==> src/rtl/i2c_pkg.sv <==
// Shared types and constants for the I2C slave front-end.
// Holds the FSM state encoding, the default device address and the ACK/NACK line levels.
package i2c_pkg;

    localparam logic [6:0] DEFAULT_SLAVE_ADDR = 7'h50;
    localparam logic       ACK                = 1'b0;
    localparam logic       NACK               = 1'b1;

    typedef enum logic [3:0] {
        ST_IDLE,
        ST_DEV_ADDR,
        ST_ACK_DEV,
        ST_REG_ADDR,
        ST_ACK_REG,
        ST_WR_LSB,
        ST_ACK_LSB,
        ST_WR_MSB,
        ST_ACK_MSB,
        ST_RD_LSB,
        ST_MACK_LSB,
        ST_RD_MSB,
        ST_MACK_MSB,
        ST_WAIT_STOP
    } i2c_state_t;

    // States in which the slave shifts a byte in from the master.
    function automatic logic is_rx_state(input i2c_state_t s);
        return (s == ST_DEV_ADDR) || (s == ST_REG_ADDR) ||
               (s == ST_WR_LSB)   || (s == ST_WR_MSB);
    endfunction

endpackage

==> src/rtl/i2c_bus_sync.sv <==
// Brings SCL/SDA into the CLK domain through 2-flop synchronizers and
// derives SCL edges plus START/STOP bus conditions from the synchronized lines.
module i2c_bus_sync (
    input  logic CLK,
    input  logic Reset,
    input  logic SCL,
    input  logic iSDA,
    output logic scl_rise,
    output logic scl_fall,
    output logic start_det,
    output logic stop_det,
    output logic sda_s
);

    logic r_scl_meta;
    logic r_scl_sync;
    logic r_scl_prev;
    logic r_sda_meta;
    logic r_sda_sync;
    logic r_sda_prev;

    // NOTE: these flops reset to 1 (idle bus level) so leaving reset never
    // fabricates an edge, START or STOP.
    always_ff @(posedge CLK or negedge Reset) begin
        if (!Reset) begin
            r_scl_meta <= 1'b1;
            r_scl_sync <= 1'b1;
            r_scl_prev <= 1'b1;
            r_sda_meta <= 1'b1;
            r_sda_sync <= 1'b1;
            r_sda_prev <= 1'b1;
        end else begin
            r_scl_meta <= SCL;
            r_scl_sync <= r_scl_meta;
            r_scl_prev <= r_scl_sync;
            r_sda_meta <= iSDA;
            r_sda_sync <= r_sda_meta;
            r_sda_prev <= r_sda_sync;
        end
    end

    assign scl_rise  =  r_scl_sync & ~r_scl_prev;
    assign scl_fall  = ~r_scl_sync &  r_scl_prev;
    assign start_det =  r_scl_sync &  r_scl_prev &  r_sda_prev & ~r_sda_sync;
    assign stop_det  =  r_scl_sync &  r_scl_prev & ~r_sda_prev &  r_sda_sync;
    assign sda_s     =  r_sda_sync;

endmodule

==> src/rtl/i2c_module.sv <==
// I2C slave bridging an external master to a 16-bit register file:
// decodes device/register/data bytes, issues one-cycle req strobes and serializes reads.
module i2c_module
    import i2c_pkg::*;
#(
    parameter logic [6:0] SLAVE_ADDR = DEFAULT_SLAVE_ADDR
) (
    input  logic        CLK,
    input  logic        Reset,
    input  logic        SCL,
    input  logic        iSDA,
    output logic        oSDA,
    output logic [7:0]  ADDR,
    output logic [15:0] WR_DATA,
    input  logic [15:0] RD_DATA,
    output logic        RNW,
    output logic        req,
    output logic        goodCRC
);

    logic w_scl_rise;
    logic w_scl_fall;
    logic w_start_det;
    logic w_stop_det;
    logic w_sda_s;

    i2c_state_t  r_state;
    i2c_state_t  w_next_state;

    logic [7:0]  r_shift;
    logic [3:0]  r_bit_cnt;
    logic [7:0]  r_lsb;
    logic [7:0]  r_tx;
    logic [15:0] r_rd_data;
    logic        r_rd_pend;
    logic        r_mack;
    logic        r_osda;
    logic [7:0]  r_addr;
    logic [15:0] r_wr_data;
    logic        r_rnw;
    logic        r_req;
    logic        r_good;

    logic        w_byte_done;
    logic        w_addr_match;
    logic        w_read_sel;

    i2c_bus_sync u_bus_sync (
        .CLK       (CLK),
        .Reset     (Reset),
        .SCL       (SCL),
        .iSDA      (iSDA),
        .scl_rise  (w_scl_rise),
        .scl_fall  (w_scl_fall),
        .start_det (w_start_det),
        .stop_det  (w_stop_det),
        .sda_s     (w_sda_s)
    );

    assign w_byte_done  = (r_bit_cnt == 4'd8);
    assign w_addr_match = (r_shift[7:1] == SLAVE_ADDR);
    assign w_read_sel   = r_shift[0];

    always_ff @(posedge CLK or negedge Reset) begin
        if (!Reset) begin
            r_state <= ST_IDLE;
        end else begin
            r_state <= w_next_state;
        end
    end

    // A byte is complete on the falling SCL edge after its 8th rising edge;
    // each ACK slot is left on the falling edge that ends it.
    always_comb begin
        // NOTE: hold-current default first so no path through the case infers a latch.
        w_next_state = r_state;
        if (w_stop_det) begin
            w_next_state = ST_IDLE;
        end else if (w_start_det) begin
            w_next_state = ST_DEV_ADDR;
        end else begin
            case (r_state)
                ST_IDLE:      w_next_state = ST_IDLE;
                ST_DEV_ADDR:  if (w_scl_fall && w_byte_done)
                                  w_next_state = w_addr_match ? ST_ACK_DEV : ST_WAIT_STOP;
                ST_ACK_DEV:   if (w_scl_fall)
                                  w_next_state = w_read_sel ? ST_RD_LSB : ST_REG_ADDR;
                ST_REG_ADDR:  if (w_scl_fall && w_byte_done) w_next_state = ST_ACK_REG;
                ST_ACK_REG:   if (w_scl_fall) w_next_state = ST_WR_LSB;
                ST_WR_LSB:    if (w_scl_fall && w_byte_done) w_next_state = ST_ACK_LSB;
                ST_ACK_LSB:   if (w_scl_fall) w_next_state = ST_WR_MSB;
                ST_WR_MSB:    if (w_scl_fall && w_byte_done) w_next_state = ST_ACK_MSB;
                ST_ACK_MSB:   if (w_scl_fall) w_next_state = ST_WAIT_STOP;
                ST_RD_LSB:    if (w_scl_fall && w_byte_done) w_next_state = ST_MACK_LSB;
                ST_MACK_LSB:  if (w_scl_fall)
                                  w_next_state = (r_mack == ACK) ? ST_RD_MSB : ST_WAIT_STOP;
                ST_RD_MSB:    if (w_scl_fall && w_byte_done) w_next_state = ST_MACK_MSB;
                ST_MACK_MSB:  if (w_scl_fall) w_next_state = ST_WAIT_STOP;
                ST_WAIT_STOP: w_next_state = ST_WAIT_STOP;
                default:      w_next_state = ST_IDLE;
            endcase
        end
    end

    always_ff @(posedge CLK or negedge Reset) begin
        if (!Reset) begin
            r_shift   <= '0;
            r_bit_cnt <= '0;
            r_lsb     <= '0;
            r_tx      <= '0;
            r_rd_data <= '0;
            r_rd_pend <= 1'b0;
            r_mack    <= NACK;
            r_osda    <= NACK;
            r_addr    <= '0;
            r_wr_data <= '0;
            r_rnw     <= 1'b1;
            r_req     <= 1'b0;
            r_good    <= 1'b0;
        end else begin
            r_req     <= 1'b0;
            r_good    <= 1'b0;
            // Register-file read data is captured two cycles after a read req.
            r_rd_pend <= r_req & r_rnw;
            if (r_rd_pend) begin
                r_rd_data <= RD_DATA;
            end

            if (w_stop_det || w_start_det) begin
                r_bit_cnt <= '0;
                r_osda    <= NACK;
            end else if (is_rx_state(r_state)) begin
                if (w_scl_rise) begin
                    r_shift   <= {r_shift[6:0], w_sda_s};
                    r_bit_cnt <= r_bit_cnt + 4'd1;
                end else if (w_scl_fall && w_byte_done) begin
                    r_bit_cnt <= '0;
                    r_osda    <= (r_state == ST_DEV_ADDR && !w_addr_match) ? NACK : ACK;
                    if (r_state == ST_REG_ADDR) r_addr <= r_shift;
                    if (r_state == ST_WR_LSB)   r_lsb  <= r_shift;
                end
            end else begin
                case (r_state)
                    ST_ACK_DEV: begin
                        if (w_scl_rise && w_read_sel) begin
                            r_rnw <= 1'b1;
                            r_req <= 1'b1;
                        end else if (w_scl_fall) begin
                            if (w_read_sel) begin
                                r_osda <= r_rd_data[7];
                                r_tx   <= {r_rd_data[6:0], 1'b0};
                            end else begin
                                r_osda <= NACK;
                            end
                        end
                    end
                    ST_ACK_REG, ST_ACK_LSB: begin
                        if (w_scl_fall) r_osda <= NACK;
                    end
                    ST_ACK_MSB: begin
                        if (w_scl_rise) begin
                            r_wr_data <= {r_shift, r_lsb};
                            r_rnw     <= 1'b0;
                            r_req     <= 1'b1;
                            r_good    <= 1'b1;
                        end else if (w_scl_fall) begin
                            r_osda <= NACK;
                        end
                    end
                    ST_RD_LSB, ST_RD_MSB: begin
                        if (w_scl_rise) begin
                            r_bit_cnt <= r_bit_cnt + 4'd1;
                        end else if (w_scl_fall) begin
                            if (w_byte_done) begin
                                r_bit_cnt <= '0;
                                r_osda    <= NACK;
                            end else begin
                                r_osda <= r_tx[7];
                                r_tx   <= {r_tx[6:0], 1'b0};
                            end
                        end
                    end
                    ST_MACK_LSB: begin
                        if (w_scl_rise) begin
                            r_mack <= w_sda_s;
                        end else if (w_scl_fall && r_mack == ACK) begin
                            r_osda <= r_rd_data[15];
                            r_tx   <= {r_rd_data[14:8], 1'b0};
                        end
                    end
                    ST_MACK_MSB: begin
                        if (w_scl_rise && w_sda_s == NACK) r_good <= 1'b1;
                    end
                    default: begin
                        r_bit_cnt <= '0;
                        r_osda    <= NACK;
                    end
                endcase
            end
        end
    end

    assign oSDA    = r_osda;
    assign ADDR    = r_addr;
    assign WR_DATA = r_wr_data;
    assign RNW     = r_rnw;
    assign req     = r_req;
    assign goodCRC = r_good;

endmodule

==> config.mk <==
export PLATFORM = sky130hd
export DESIGN_NAME = i2c_module
export DESIGN_NICKNAME = d
export VERILOG_FILES = /design/src/rtl/i2c_pkg.sv /design/src/rtl/i2c_bus_sync.sv /design/src/rtl/i2c_module.sv
export SDC_FILE = /design/constraint.sdc
export NUM_CORES = 1
export LEC_CHECK = 0
export BUFFER_PORTS_ARGS = -buffer_cell sky130_fd_sc_hd__buf_2
export CORE_AREA = 2 2 91 93
export CTS_CLUSTER_SIZE = 14
export DETAILED_ROUTE_END_ITERATION = 12
export DIE_AREA = 0 0 93 95
export PLACE_DENSITY = 0.7
export SLEW_MARGIN = 20
export SYNTH_ARGS = -nofsm -noshare
export SYNTH_HDL_FRONTEND = slang
export SYNTH_SLANG_ARGS = --single-unit
==> constraint.sdc <==
create_clock -name CLK -period 2.3 [get_ports CLK]
set_clock_uncertainty 0.1 [all_clocks]
set_input_delay 0.23 -clock CLK [delete_from_list [all_inputs] [get_ports CLK]]
set_output_delay 0.23 -clock CLK [all_outputs]
set_load 0.02 [all_outputs]
==> run_results.csv <==
group,metric,value,unit
run_status,status,"complete, no violations",
yosys,async_flop_share,1.00,
hold_path,hp-class,"in2reg",
flow_run,maxCapViolations,0,
clock_tree,cts_resized,0,
yosys,synth_compound_area_frac,0.108,
global_route,grt_pass1_wl,13.2,mm
yosys,synthXorXnorAreaFrac,0.00678,
floorplan,core_area,7930,um^2
placed_design,dp_worst_setup_slack,95.3,ps
global_route,grt_use_total,0.193,
sta,finalCriticalPeriod,2180,ps
final_layout,layout.nets,404,
yosys,syn_inst,313,
final_layout,syn2layout_area_growth,18.1,%
final_layout,multi_input_area,1650,um^2
yosys,ys_ff_latch,83,
detailed_routing,drc,0,
global_route,busiest_layer,"met2",
yosys,synth-seq-area-share,0.539,
sta,max_freq,0.459,GHz
yosys,synthAdderAreaFrac,0.00646,
setup_path,crit_arrival,2320,ps
yosys,yosys.area_share.simple,0.109,
floorplan,dieHeight,95,um
yosys,synth_top_cell_area_share,0.478,
clock_tree,cts_root_buf,"clkbuf_8",
yosys,synth-edff-count,0,
yosys,synth_ff_type,"dfrtp_1",
sta,whs,10.6,ps
detailed_routing,vias,2743,
sta,tns,0,ps
clock_tree,htreeDepth,3,
clock_tree,clockBufferDepth,2,
yosys,avgSynthCellArea,12.4,um^2
clock_tree,post_cts_buffers,0,
final_layout,mostFrequentLayoutCells,"74 x dfrtp_1, 58 x mux2_2, 46 x buf_2, 18 x buf_4, 17 x nand2_1",
global_route,grt_use_met2,0.324,
final_layout,final_core_util,0.577,
final_layout,diodes,0,
detailed_routing,vias_per_cell,5.58,
final_layout,final_common_cell,"dfrtp_1",
yosys,synth_area_leaders,"dfrtp_1 48%, mux2_2 17%, dfstp_2 6.1%",
global_route,grt_use_met1,0.243,
setup_path,end_kind,"flop",
clock_tree,holdBufCountCts,12,
yosys,syn_nets,335,
placed_design,hpwl,5.62,mm
clock_tree,clk_pin_slew,80,ps
power_and_ir_drop,peakVddDrop,0.000567,V
clock_tree,clkSinkCount,83,
yosys,syn_area,3880,um^2
global_route,grt_pass1_vias,2682,
setup_path,critical_path.startpoint_type,"flop",
floorplan,rows,33,
yosys,synth_top_family_by_area,"multiplexers",
setup_path,critPathKind,"reg2reg",
sta,worstMarginPinSlew,641,ps
floorplan,dieArea,8840,um^2
sta,finalHoldViolations,0,
sta,setup_ws,124,ps
detailed_routing,wire_per_inst,16.4,um
clock_tree,cts_tree,"done",
clock_tree,clk_latency,350,ps
sta,final_max_slew_viol_count,0,
global_route,met3_usage,0.0591,
global_route,grt_max_degree,45,
detailed_routing,ant_nets,0,
floorplan,io_pins,48,
floorplan,die-width,93,um
global_route,grt_overflow,0,
placed_design,io_buffers,47,
power_and_ir_drop,power_density,992,nW/um^2
sta,relSlewSlack,0.573,
sta,fin_crit_sh,0.946,
yosys,yosys_warnings,0,
final_layout,ff_latch_area,2090,um^2
setup_path,required,2440,ps
power_and_ir_drop,power.leakage,0.00229,uW
yosys,synth_top_area_cell,"dfrtp_1",
final_layout,drive_above_1_share,0.419,
yosys,synth_cell_types,56,
detailed_routing,detail_route.first_pass.iterations,4,
placed_design,finalWeightedCongestion,0.913,
detailed_routing,wl,8.06,mm
yosys,muxShareOfSynthArea,0.196,
final_layout,nFillCells,709,
sta,rsz0062_at_grt,"false",
detailed_routing,drt_iter0_drc,289,
clock_tree,cts_buffers,9,
sta,setup_violations,0,
global_route,antenna_found_initial,0,
floorplan,start_util,0.489,
setup_path,critPathMaxFanout,8,
-- critical path: stages (launching register included) --
cell and delay [ps]:
dfstp_2 640, nand2b_1 140, nor2_2 310, nand4_1 450
mux2_2 420
-- final timing paths --
check | from | to | slack (ps) | cells after the start
setup reg to reg | u_bus_sync.r_scl_prev$_DFF_PN1_ | r_lsb[6]$_DFFE_PN0P_ | 120 | 4
max in group asynchronous | Reset | RNW$_DFFE_PN1P_ | 1160 | 3
hold reg to reg | u_bus_sync.r_sda_meta$_DFF_PN1_ | u_bus_sync.sda_s$_DFF_PN1_ | 260 | 0
setup / recovery | u_bus_sync.r_scl_prev$_DFF_PN1_ | r_lsb[6]$_DFFE_PN0P_ | 120 | 4
hold / removal | RD_DATA[8] | r_rd_data[8]$_DFFE_PN0P_ | 10 | 2
min in group asynchronous | Reset | goodCRC$_DFF_PN0_ | 310 | 2
-- metal layers --
layer,vias to the layer above,part of all wire
li1,1279,-
met1,1382,0.43
met2,71,0.51
met3,11,0.050
met4,0,0.011
met5,-,0
-- flip-flops by register name, summed over array words and instances, names as in the netlist, 4 cells and up --
name       flops
WR_DATA       16
r_bit_cnt      4
r_rd_data     16
ADDR           8
r_lsb          8
r_shift        8
r_tx           7
r_state        4
-- power breakdown --
| group | switching, uW | total [uW] | internal [uW] |
|---|---|---|---|
| Clock | 528 | 954 | 426 |
| Sequential | 273 | 2010 | 1730 |
| Combinational | 859 | 1580 | 721 |
-- per-stage QoR --
stage                     area, um^2  total power, uW  cells
after floorplan                 3880             3110    313
after global placement          4280             3570    464
after detailed placement        4280             3590    464
after CTS                       4580             4580    492
after global routing            4580             4830    492
final                           4580             4540    492
-- logic make-up (layout without fill, tap and decap cells) --
family                     count (synthesis)  after routing
AOI/OAI and AO/OA                         62             62
and+or+nand+nor                           73             73
buffers and inverters                     25             99
muxes                                     65             65
xor gates and xnor gates                   3              3
DFF                                       83             83
adders and majority gates                  2              2
-- layout make-up --
type,instances,area share
well taps,105,0.0287
clock buffers,11,0.0309
clock inverters,5,0.00820
repair buffers,77,0.110
inverters,6,0.00492
flip-flops and latches,83,0.456
multi-input cells,205,0.361
-- cell usage after synthesis (all sizes together) (2+ instances only) --
| library cell | instances |
|---|---|
| and3 | 9 |
| inv | 6 |
| dfstp | 9 |
| or3 | 2 |
| nor2 | 10 |
| nor3 | 3 |
| nor2b | 4 |
| clkbuf | 8 |
| ha | 2 |
| a21oi | 13 |
| nand4 | 3 |
| o21ai | 14 |
| nand2b | 7 |
| a22oi | 8 |
| buf | 11 |
| nand3 | 11 |
| and2b | 2 |
| o32ai | 2 |
| nand2 | 17 |
| mux2 | 65 |
| a31oi | 2 |
| xor2 | 2 |
| dfrtp | 74 |
| o21a | 2 |
| a211oi | 4 |
| o31ai | 3 |
No activity file was read; power rests on OpenSTA's default activity.
